**src/rtl/segasys1_pkg.sv**
```systemverilog
// Shared definitions for the sprite chip-ROM arbiter: FSM state encoding,
// ROM address widths and byte-lane helpers.
package segasys1_pkg;

    localparam int SPRROM_AW  = 18;   // byte address width (256 KiB)
    localparam int SPRROM_WAW = 17;   // word address width (128 Ki words)

    // Arbiter sequencer states
    typedef enum logic [1:0] {
        IDLE = 2'd0,
        RD   = 2'd1,
        WR   = 2'd2
    } sprrom_state_e;

    // Byte lane selected by address bit 0
    localparam logic       LANE_LO = 1'b0;   // word bits [7:0]
    localparam logic       LANE_HI = 1'b1;   // word bits [15:8]
    localparam logic [1:0] BE_LO   = 2'b01;
    localparam logic [1:0] BE_HI   = 2'b10;
    localparam logic [1:0] BE_BOTH = 2'b11;

    // Byte enable for a single-byte write in the given lane
    function automatic logic [1:0] lane_be(input logic sel);
        return (sel == LANE_HI) ? BE_HI : BE_LO;
    endfunction

    // Extract the byte of a word selected by address bit 0
    function automatic logic [7:0] lane_byte(input logic [15:0] word, input logic sel);
        return (sel == LANE_HI) ? word[15:8] : word[7:0];
    endfunction

endpackage

```
**src/rtl/segasys1_sprrom_arb_if.sv**
```systemverilog
// Bus bundle for the sprite ROM arbiter: sprite read port, download write
// port and the 16-bit req/ack memory port. The arbiter uses the master
// modport; the renderer/download/memory side uses the slave modport.
interface segasys1_sprrom_arb_if;
    import segasys1_pkg::*;

    // Sprite renderer read port
    logic                  spr_rd;
    logic [SPRROM_AW-1:0]  spr_ad;
    logic [7:0]            spr_dt;
    logic                  spr_rdy;

    // ROM download write port
    logic                  dl_we;
    logic [SPRROM_AW-1:0]  dl_ad;
    logic [7:0]            dl_dt;
    logic                  dl_busy;

    // Memory controller port
    logic                  mem_req;
    logic                  mem_we;
    logic [SPRROM_WAW-1:0] mem_ad;
    logic [1:0]            mem_be;
    logic [15:0]           mem_wd;
    logic [15:0]           mem_rd;
    logic                  mem_ack;

    modport master (
        input  spr_rd, spr_ad, dl_we, dl_ad, dl_dt, mem_rd, mem_ack,
        output spr_dt, spr_rdy, dl_busy, mem_req, mem_we, mem_ad, mem_be, mem_wd
    );

    modport slave (
        output spr_rd, spr_ad, dl_we, dl_ad, dl_dt, mem_rd, mem_ack,
        input  spr_dt, spr_rdy, dl_busy, mem_req, mem_we, mem_ad, mem_be, mem_wd
    );

endinterface

```
**src/rtl/segasys1_sprrom_cache.sv**
```systemverilog
// One-word tagged read cache for the sprite ROM arbiter. Holds the last word
// fetched by a sprite read so the paired-byte access that follows can be
// answered without touching memory. Only instantiated with SPRROM_CACHE_EN.
module segasys1_sprrom_cache
    import segasys1_pkg::*;
(
    input  logic                  clk,
    input  logic                  rst_n,
    input  logic                  fill,
    input  logic [SPRROM_WAW-1:0] fill_tag,
    input  logic [15:0]           fill_data,
    input  logic                  inval,
    input  logic [SPRROM_WAW-1:0] inval_tag,
    input  logic [SPRROM_WAW-1:0] lookup_tag,
    output logic                  hit,
    output logic [15:0]           hit_data
);

    logic                  valid_q, valid_d;
    logic [SPRROM_WAW-1:0] tag_q, tag_d;
    logic [15:0]           data_q, data_d;

    // Fill on read completion; a matching download write drops the line.
    // Invalidate is applied after fill so a same-cycle write always wins.
    always_comb begin
        valid_d = valid_q;
        tag_d   = tag_q;
        data_d  = data_q;
        if (fill) begin
            valid_d = 1'b1;
            tag_d   = fill_tag;
            data_d  = fill_data;
        end
        if (inval && (tag_d == inval_tag)) begin
            valid_d = 1'b0;
        end
    end

    // Line registers
    always_ff @(posedge clk or negedge rst_n) begin
        if (!rst_n) begin
            valid_q <= 1'b0;
            tag_q   <= '0;
            data_q  <= '0;
        end else begin
            valid_q <= valid_d;
            tag_q   <= tag_d;
            data_q  <= data_d;
        end
    end

    // A lookup colliding with a same-cycle write to that word must miss so
    // the read observes the written data.
    assign hit      = valid_q && (tag_q == lookup_tag) && !(inval && (inval_tag == lookup_tag));
    assign hit_data = data_q;

endmodule

```
**src/rtl/segasys1_sprrom_arb.sv**
```systemverilog
// Sprite chip-ROM arbiter: serializes sprite byte reads and download byte
// writes onto one 16-bit req/ack memory port. Downloads take priority.
// Optional macro SPRROM_CACHE_EN adds a one-word read cache.
module segasys1_sprrom_arb
    import segasys1_pkg::*;
(
    input  logic                  VCLKx8,
    input  logic                  RESET_N,
    segasys1_sprrom_arb_if.master bus
);

    sprrom_state_e         state_q, state_d;
    logic                  spr_pend_q, spr_pend_d;
    logic [SPRROM_AW-1:0]  spr_ad_q, spr_ad_d;
    logic                  dl_pend_q, dl_pend_d;
    logic [SPRROM_AW-1:0]  dl_ad_q, dl_ad_d;
    logic [7:0]            dl_dt_q, dl_dt_d;
    logic                  mem_req_q, mem_req_d;
    logic                  mem_we_q, mem_we_d;
    logic [SPRROM_WAW-1:0] mem_ad_q, mem_ad_d;
    logic [1:0]            mem_be_q, mem_be_d;
    logic [15:0]           mem_wd_q, mem_wd_d;
    logic [7:0]            spr_dt_q, spr_dt_d;
    logic                  spr_rdy_q, spr_rdy_d;

    logic                  spr_acc;
    logic                  dl_acc;
    logic                  spr_hit;
    logic [15:0]           hit_word;

`ifdef SPRROM_CACHE_EN
    logic cache_hit;

    segasys1_sprrom_cache u_cache (
        .clk        (VCLKx8),
        .rst_n      (RESET_N),
        .fill       ((state_q == RD) && bus.mem_ack),
        .fill_tag   (spr_ad_q[SPRROM_AW-1:1]),
        .fill_data  (bus.mem_rd),
        .inval      (dl_acc),
        .inval_tag  (bus.dl_ad[SPRROM_AW-1:1]),
        .lookup_tag (bus.spr_ad[SPRROM_AW-1:1]),
        .hit        (cache_hit),
        .hit_data   (hit_word)
    );

    // Hits are served outside the FSM, whatever it is doing
    assign spr_hit = bus.spr_rd && !spr_pend_q && cache_hit;
`else
    assign spr_hit  = 1'b0;
    assign hit_word = 16'h0000;
`endif

    // A strobe is taken only while its own pending slot is empty
    assign spr_acc = bus.spr_rd && !spr_pend_q && !spr_hit;
    assign dl_acc  = bus.dl_we && !dl_pend_q;

    // Accept requests, grant in IDLE (downloads first) and retire on ack.
    // Grant looks at the post-accept pending state so a strobe arriving
    // while IDLE is granted on the same edge.
    always_comb begin
        state_d    = state_q;
        spr_pend_d = spr_pend_q;
        spr_ad_d   = spr_ad_q;
        dl_pend_d  = dl_pend_q;
        dl_ad_d    = dl_ad_q;
        dl_dt_d    = dl_dt_q;
        mem_req_d  = mem_req_q;
        mem_we_d   = mem_we_q;
        mem_ad_d   = mem_ad_q;
        mem_be_d   = mem_be_q;
        mem_wd_d   = mem_wd_q;
        spr_dt_d   = spr_dt_q;
        spr_rdy_d  = 1'b0;

        if (spr_acc) begin
            spr_pend_d = 1'b1;
            spr_ad_d   = bus.spr_ad;
        end
        if (dl_acc) begin
            dl_pend_d = 1'b1;
            dl_ad_d   = bus.dl_ad;
            dl_dt_d   = bus.dl_dt;
        end
        if (spr_hit) begin
            spr_dt_d  = lane_byte(hit_word, bus.spr_ad[0]);
            spr_rdy_d = 1'b1;
        end

        case (state_q)
            IDLE: begin
                if (dl_pend_d) begin
                    mem_req_d = 1'b1;
                    mem_we_d  = 1'b1;
                    mem_ad_d  = dl_ad_d[SPRROM_AW-1:1];
                    mem_be_d  = lane_be(dl_ad_d[0]);
                    mem_wd_d  = {dl_dt_d, dl_dt_d};
                    state_d   = WR;
                end else if (spr_pend_d) begin
                    mem_req_d = 1'b1;
                    mem_we_d  = 1'b0;
                    mem_ad_d  = spr_ad_d[SPRROM_AW-1:1];
                    mem_be_d  = BE_BOTH;
                    state_d   = RD;
                end
            end
            RD: begin
                if (bus.mem_ack) begin
                    mem_req_d  = 1'b0;
                    spr_pend_d = 1'b0;
                    spr_dt_d   = lane_byte(bus.mem_rd, spr_ad_q[0]);
                    spr_rdy_d  = 1'b1;
                    state_d    = IDLE;
                end
            end
            WR: begin
                if (bus.mem_ack) begin
                    mem_req_d = 1'b0;
                    dl_pend_d = 1'b0;
                    state_d   = IDLE;
                end
            end
            default: begin
                state_d = IDLE;
            end
        endcase
    end

    // State, pending slots and registered outputs
    always_ff @(posedge VCLKx8 or negedge RESET_N) begin
        if (!RESET_N) begin
            state_q    <= IDLE;
            spr_pend_q <= 1'b0;
            spr_ad_q   <= '0;
            dl_pend_q  <= 1'b0;
            dl_ad_q    <= '0;
            dl_dt_q    <= '0;
            mem_req_q  <= 1'b0;
            mem_we_q   <= 1'b0;
            mem_ad_q   <= '0;
            mem_be_q   <= '0;
            mem_wd_q   <= '0;
            spr_dt_q   <= '0;
            spr_rdy_q  <= 1'b0;
        end else begin
            state_q    <= state_d;
            spr_pend_q <= spr_pend_d;
            spr_ad_q   <= spr_ad_d;
            dl_pend_q  <= dl_pend_d;
            dl_ad_q    <= dl_ad_d;
            dl_dt_q    <= dl_dt_d;
            mem_req_q  <= mem_req_d;
            mem_we_q   <= mem_we_d;
            mem_ad_q   <= mem_ad_d;
            mem_be_q   <= mem_be_d;
            mem_wd_q   <= mem_wd_d;
            spr_dt_q   <= spr_dt_d;
            spr_rdy_q  <= spr_rdy_d;
        end
    end

    assign bus.mem_req = mem_req_q;
    assign bus.mem_we  = mem_we_q;
    assign bus.mem_ad  = mem_ad_q;
    assign bus.mem_be  = mem_be_q;
    assign bus.mem_wd  = mem_wd_q;
    assign bus.spr_dt  = spr_dt_q;
    assign bus.spr_rdy = spr_rdy_q;
    assign bus.dl_busy = dl_pend_q;

endmodule

```
**src/flat_wrapper.sv**
```systemverilog
// flat-port wrapper written by rule: the top's interface ports become plain ports
module segasys1_sprrom_arb_flat import segasys1_pkg::*;
  (VCLKx8, RESET_N, bus_spr_rd, bus_spr_ad, bus_dl_we, bus_dl_ad, bus_dl_dt, bus_mem_rd, bus_mem_ack, bus_spr_dt, bus_spr_rdy, bus_dl_busy, bus_mem_req, bus_mem_we, bus_mem_ad, bus_mem_be, bus_mem_wd);
  segasys1_sprrom_arb_if bus_i ();
  input  logic VCLKx8;
  input  logic RESET_N;
  input wire logic [$bits(bus_i.spr_rd)-1:0] bus_spr_rd;
  input wire logic [$bits(bus_i.spr_ad)-1:0] bus_spr_ad;
  input wire logic [$bits(bus_i.dl_we)-1:0] bus_dl_we;
  input wire logic [$bits(bus_i.dl_ad)-1:0] bus_dl_ad;
  input wire logic [$bits(bus_i.dl_dt)-1:0] bus_dl_dt;
  input wire logic [$bits(bus_i.mem_rd)-1:0] bus_mem_rd;
  input wire logic [$bits(bus_i.mem_ack)-1:0] bus_mem_ack;
  output wire logic [$bits(bus_i.spr_dt)-1:0] bus_spr_dt;
  output wire logic [$bits(bus_i.spr_rdy)-1:0] bus_spr_rdy;
  output wire logic [$bits(bus_i.dl_busy)-1:0] bus_dl_busy;
  output wire logic [$bits(bus_i.mem_req)-1:0] bus_mem_req;
  output wire logic [$bits(bus_i.mem_we)-1:0] bus_mem_we;
  output wire logic [$bits(bus_i.mem_ad)-1:0] bus_mem_ad;
  output wire logic [$bits(bus_i.mem_be)-1:0] bus_mem_be;
  output wire logic [$bits(bus_i.mem_wd)-1:0] bus_mem_wd;
  assign bus_i.spr_rd = bus_spr_rd;
  assign bus_i.spr_ad = bus_spr_ad;
  assign bus_i.dl_we = bus_dl_we;
  assign bus_i.dl_ad = bus_dl_ad;
  assign bus_i.dl_dt = bus_dl_dt;
  assign bus_i.mem_rd = bus_mem_rd;
  assign bus_i.mem_ack = bus_mem_ack;
  assign bus_spr_dt = bus_i.spr_dt;
  assign bus_spr_rdy = bus_i.spr_rdy;
  assign bus_dl_busy = bus_i.dl_busy;
  assign bus_mem_req = bus_i.mem_req;
  assign bus_mem_we = bus_i.mem_we;
  assign bus_mem_ad = bus_i.mem_ad;
  assign bus_mem_be = bus_i.mem_be;
  assign bus_mem_wd = bus_i.mem_wd;
  segasys1_sprrom_arb u_core (.VCLKx8(VCLKx8), .RESET_N(RESET_N), .bus(bus_i));
endmodule
```
**config.mk**
```make
export PLATFORM = sky130hd
export DESIGN_NAME = segasys1_sprrom_arb_flat
export DESIGN_NICKNAME = d
export VERILOG_FILES = /design/src/rtl/segasys1_pkg.sv /design/src/rtl/segasys1_sprrom_arb_if.sv /design/src/rtl/segasys1_sprrom_cache.sv /design/src/rtl/segasys1_sprrom_arb.sv /design/src/flat_wrapper.sv
export SDC_FILE = /design/constraint.sdc
export NUM_CORES = 1
export LEC_CHECK = 0
export BUFFER_PORTS_ARGS = -buffer_cell sky130_fd_sc_hd__buf_2
export CORE_ASPECT_RATIO = 0.6
export CORE_MARGIN = 2
export CORE_UTILIZATION = 42
export DETAILED_ROUTE_END_ITERATION = 8
export PLACE_DENSITY = 0.76
export SLEW_MARGIN = 10
export SYNTH_ARGS = -nofsm -noshare
export SYNTH_HDL_FRONTEND = slang
export SYNTH_SLANG_ARGS = --single-unit
export TNS_END_PERCENT = 10
```
**constraint.sdc**
```tcl
create_clock -name VCLKx8 -period 4.8 [get_ports VCLKx8]
set_input_delay 0.24 -clock VCLKx8 [delete_from_list [all_inputs] [get_ports VCLKx8]]
set_output_delay 0.24 -clock VCLKx8 [all_outputs]
set_load 0.01 [all_outputs]
```
==> Yosys cells after proc, flatten, opt, wreduce, memory -nomap -nowiden <==
Cells that the tools add are included.
{ "word_totals": {"ff_bits": 94, "inputBits": 65, "output_inout_bits": 47, "elab_cells": 58} }
{ "op_classes": {"eq_ne": 4, "muxes": 27, "reduce_logical": 13} }
{ "ops": {"columns": ["op", "n"], "rows": [
  ["18-bit two-way mux", 2],
  ["17-bit two-way mux", 2],
  ["8-bit two-way mux", 2],
  ["1-bit two-way mux", 13],
  ["2-bit two-way mux", 6],
  ["2-bit AND reduction", 4],
  ["2-bit one-hot mux with 2 select lines", 1],
  ["2-bit nonzero test", 2],
  ["3-bit by 2-bit != test with 1-bit output (second input constant)", 1],
  ["3-bit AND reduction", 1],
  ["2-bit by 1-bit equality test with 1-bit output (second input constant)", 1],
  ["2-bit equality test (second input constant)", 1],
  ["1-bit logical AND", 2],
  ["1-bit zero test", 2],
  ["2-bit zero test", 1],
  ["2-bit by 1-bit != test with 1-bit output (second input constant)", 1],
  ["1-bit one-hot mux with 2 select lines", 1],
  ["2-bit OR reduction", 1]
]} }

==> Depth between registers and ports, before layout <==
{ "logic_depth": {"ltp_word": 6, "ltp_mapped": 7, "ltp_nobuf": 6} }

==> Worst setup path after synthesis <==
Ideal clock, no wire load.
{ "synth_path": {"kind": "reg2reg", "startpoint": "reg u_core.state_q[1]", "endpoint": "reg u_core.mem_ad_q[16] (netlist: u_core.bus.mem_ad[16])", "setup_ps": 77, "arrival_time_ps": 1470, "required_time_ps": 4723, "slack_ps": 3253, "stages_incl_launch_ff": 7, "path_buffers": 1, "synth_period_minus_slack_ps": 1547, "path_cell_list": "dfrtp_1 > inv_1 > ha_1 > clkbuf_1 > a21boi_1 > nor2_1 > a21oi_1"} }
{ "synth_via": {"elab_chain_len": 2} }
{ "synth_lines": {"columns": ["item", "line", "rtl"], "rows": [
  ["start: declaration", "segasys1_sprrom_arb.sv:12", "sprrom_state_e state_q, state_d;"],
  ["start signal: assignment", "segasys1_sprrom_arb.sv:146", "state_q <= state_d;"],
  ["2-bit zero test", "segasys1_sprrom_arb.sv:90", "case (state_q)"],
  ["2-bit AND reduction (no line)", null, null],
  ["end signal: assignment", "segasys1_sprrom_arb.sv:154", "mem_ad_q <= mem_ad_d;"],
  ["end: declaration", "segasys1_sprrom_arb.sv:20", "logic [SPRROM_WAW-1:0] mem_ad_q, mem_ad_d;"]
]} }
Every way passes these cells.
A chain may end at the register's enable or synchronous reset.

==> Worst setup path after layout <==
{ "layout_path": {"startpoint": "reg u_core.state_q[1]", "endpoint": "reg u_core.mem_ad_q[11] (netlist: u_core.bus.mem_ad[11])"} }
Same word-level chain as after synthesis.

==> impl_metrics.yaml <==
clock_tree:
  path_clk_slew_ns: 0.06
  cts_buffer_depth: 2
  post_cts_buffers: 0
  cts_tree: "built"
  clkLatencyLatePin_ns: 0.34
  clock_sinks: 86
  htreeDepth: 3
  hold_buffers: 0
  cts_resized: 0
  cts_root_buf: "clkbuf_16"
  cts_buffers: 9
final_layout:
  syn_to_final_growth_pct: 22.6
  stdcell_area_mm2: 0.00468
  final_nets: 524
  final_cell_mix: "110 x buf_2, 86 x dfrtp_1, 77 x nand2_1, 23 x a21oi_1, 21 x o21ai_0"
  stdcell_count: 573
  fillers: 778
  layout_commonest_cell: "buf_2"
  layout-drive-gt1-share_pct: 35.2
  seq_area_mm2: 0.00215
  multi_input_area_mm2: 0.00144
timing:
  whs_ns: 0.0941
  slew_headroom_pct: 28.4
  fin_crit_sh_pct: 48.7
  final-hold-violation-count: 0
  fmax_mhz: 428
  finClkSkew_ns: 0.00776
  period_minus_slack_ns: 2.34
  finalSetupTns_ns: 0
  setup_viol: 0
  grt_setup_unrepaired: "false"
  slew_violations: 0
  tightest_slew_ns: 1.07
global_routing:
  grt_pass1_vias: 2755
  grt_pass1_wl_um: 14200
  grt_max_degree: 87
  antenna_found_initial: 0
  gr-total-overflow: 0
  grtUsageTotal_pct: 18.6
die:
  fp.dieW_um: 127
  core_area_mm2: 0.00865
  io_pins: 112
  dieArea_mm2: 0.00988
  initial_utilization_pct: 44.1
  die_h_um: 77.8
  core.rowCount: 26
hold_path:
  hp-class: "primary input to asynchronous set/reset pin"
worst_setup_path:
  critical_path.max_stage_delay_ns: 0.93
  r2r_cells: 5
  worstPathRequired_ns: 5.05
  end_kind: "flip-flop"
  crit_family: "simple AND/OR/NAND/NOR gates"
  worstPathCellList: "inv_1 > ha_1 > nor2b_2 > o221ai_1 > o21ai_0"
  path_max_fanout: 22
  crit_buf_inv: 1
  timing_worst_setup_path_type: "flip-flop to flip-flop"
  critPathArrivalTime_ns: 2.59
  slowest_stage: "nor2b_2"
  worst-path-stages: 5
  critPathLaunchType: "flip-flop"
power:
  peakVddDrop_v: 0.000256
  power_uw: 3220
  power_density_mw_per_mm2: 688
  power.leakage_uw: 0.00230
route:
  vias_per_cell: 4.95
  via_count: 2838
  post_drt_wl_per_cell_um: 15.0
  drtAntennaViolNets: 0
  drc: 0
  drtIter0Drc: 236
  firstDrtPassIters: 4
  wl_um: 8590
synth:
  synth.ff_latch_count: 86
  netlist_area_mm2: 0.00381
  syn_area_per_cell_um2: 10.6
  ys_seq_area_share_pct: 56.4
  synth-edff-count: 0
  synthFlopType: "dfrtp_1"
  ys.warnings.count: 0
  synth_cell_types: 32
  synth_nets: 427
  synthArstFlopShare_pct: 100
  syn_inst: 358
placement:
  placed_cells: 556
  placed_area_mm2: 0.00436
  port_buffers: 111
  dpl.hpwl_um: 5960
  gp_congestion: 0.824
run_status:
  outcome: "finished, final reports clean"
job:
  max_cap_violations: 0
worst paths after layout:
kind	start	endpoint	slack (ns)
worst max-delay path	u_core.state_q[1]$_DFFE_PN0P_	u_core.bus.mem_ad[11]$_DFFE_PN0P_	2.46
worst min-delay path	RESET_N	u_core.bus.mem_ad[0]$_DFFE_PN0P_	0.09
worst max register to register	u_core.state_q[1]$_DFFE_PN0P_	u_core.bus.mem_ad[11]$_DFFE_PN0P_	2.46
worst min register to register	u_core.dl_ad_q[16]$_DFF_PN0_	u_core.dl_ad_q[16]$_DFF_PN0_	0.47
max in group asynchronous	RESET_N	u_core.state_q[1]$_DFFE_PN0P_	4.01
min in group VCLKx8	bus_dl_ad[17]	u_core.dl_ad_q[17]$_DFF_PN0_	0.11
cells in the mapped netlist, types with 2 or more instances:
cell type / count / share of area, %
dfrtp_1: 86 / 56
nand2_1: 77 / 7.6
a21oi_1: 23 / 3.0
o21ai_0: 21 / 2.8
o21ai_1: 17 / 2.2
nor2_1: 16 / 1.6
mux2_2: 15 / 4.4
inv_1: 13 / 1.3
mux2_4: 11 / 4.3
buf_4: 10 / 2.0
nor3b_1: 10 / 2.0
buf_2: 8 / 1.1
clkbuf_1: 8 / 0.79
mux2i_1: 8 / 2.1
nor2b_1: 6 / 0.98
ha_1: 4 / 1.3
nand2b_1: 4 / 0.66
o221ai_1: 4 / 0.92
a222oi_1: 3 / 0.79
a22o_1: 2 / 0.46
state kept, by name (all words and copies together) (netlist names):
| register | count |
|---|---|
| u_core.spr_pend_q | 1 |
| u_core.bus.mem_we | 1 |
| u_core.bus.mem_req | 1 |
| u_core.bus.mem_ad | 17 |
| u_core.spr_ad_q | 18 |
| u_core.bus.mem_be | 2 |
| u_core.dl_dt_q | 8 |
| u_core.bus.spr_rdy | 1 |
| u_core.state_q | 2 |
| u_core.bus.mem_wd | 8 |
| u_core.bus.dl_busy | 1 |
| u_core.bus.spr_dt | 8 |
| u_core.dl_ad_q | 18 |
cell type report:
class	count	share of cell area, %
clock inverter	6	1.50
timing repair buffer	114	12.4
tap	112	3.00
multi-input combinational	231	30.9
antenna	1	0.0535
sequential	86	46.0
clock buffer	10	5.11
inverter	13	1.04
layer usage:
| metal | routed length [um] | up-vias | part of all wire [%] | global-route usage (%) |
|---|---|---|---|---|
| met5 | 0 | - | 0 | 0 |
| met4 | 44 | 0 | 0.51 | 4.07 |
| met3 | 710 | 6 | 8.3 | 7.17 |
| met2 | 3520 | 105 | 41 | 25.9 |
| met1 | 4310 | 1336 | 50 | 27.3 |
| li1 | - | 1391 | - | - |
metrics by stage:
step                setup slack [ns]  util, %
global placement                2.65     50.4
CTS                             2.46     54.0
detailed placement              2.46     50.4
finish                          2.46     54.0
global route                    2.22     54.0
floorplan                       3.25        -
cells by family (layout without fill, tap and decap cells):
logic type	Yosys count	count (layout)	synth area share, %
adder cells (fa/ha/maj)	4	4	1.31
buffers and inverters	41	143	5.91
flip-flops	86	86	56.4
multiplexers	34	34	10.9
AO/OA/AOI/OAI	75	75	11.7
AND/OR/NAND/NOR	118	118	13.8
other	0	1	0
power breakdown:
group          leakage, uW  switching [uW]  internal [uW]  total (uW)
Combinational      0.00112             688            553        1240
Clock             0.000141             289            420         709
Sequential         0.00104             191           1080        1270
Total              0.00230            1170           2050        3220
Note: power is estimated with default switching activity, not from simulation.
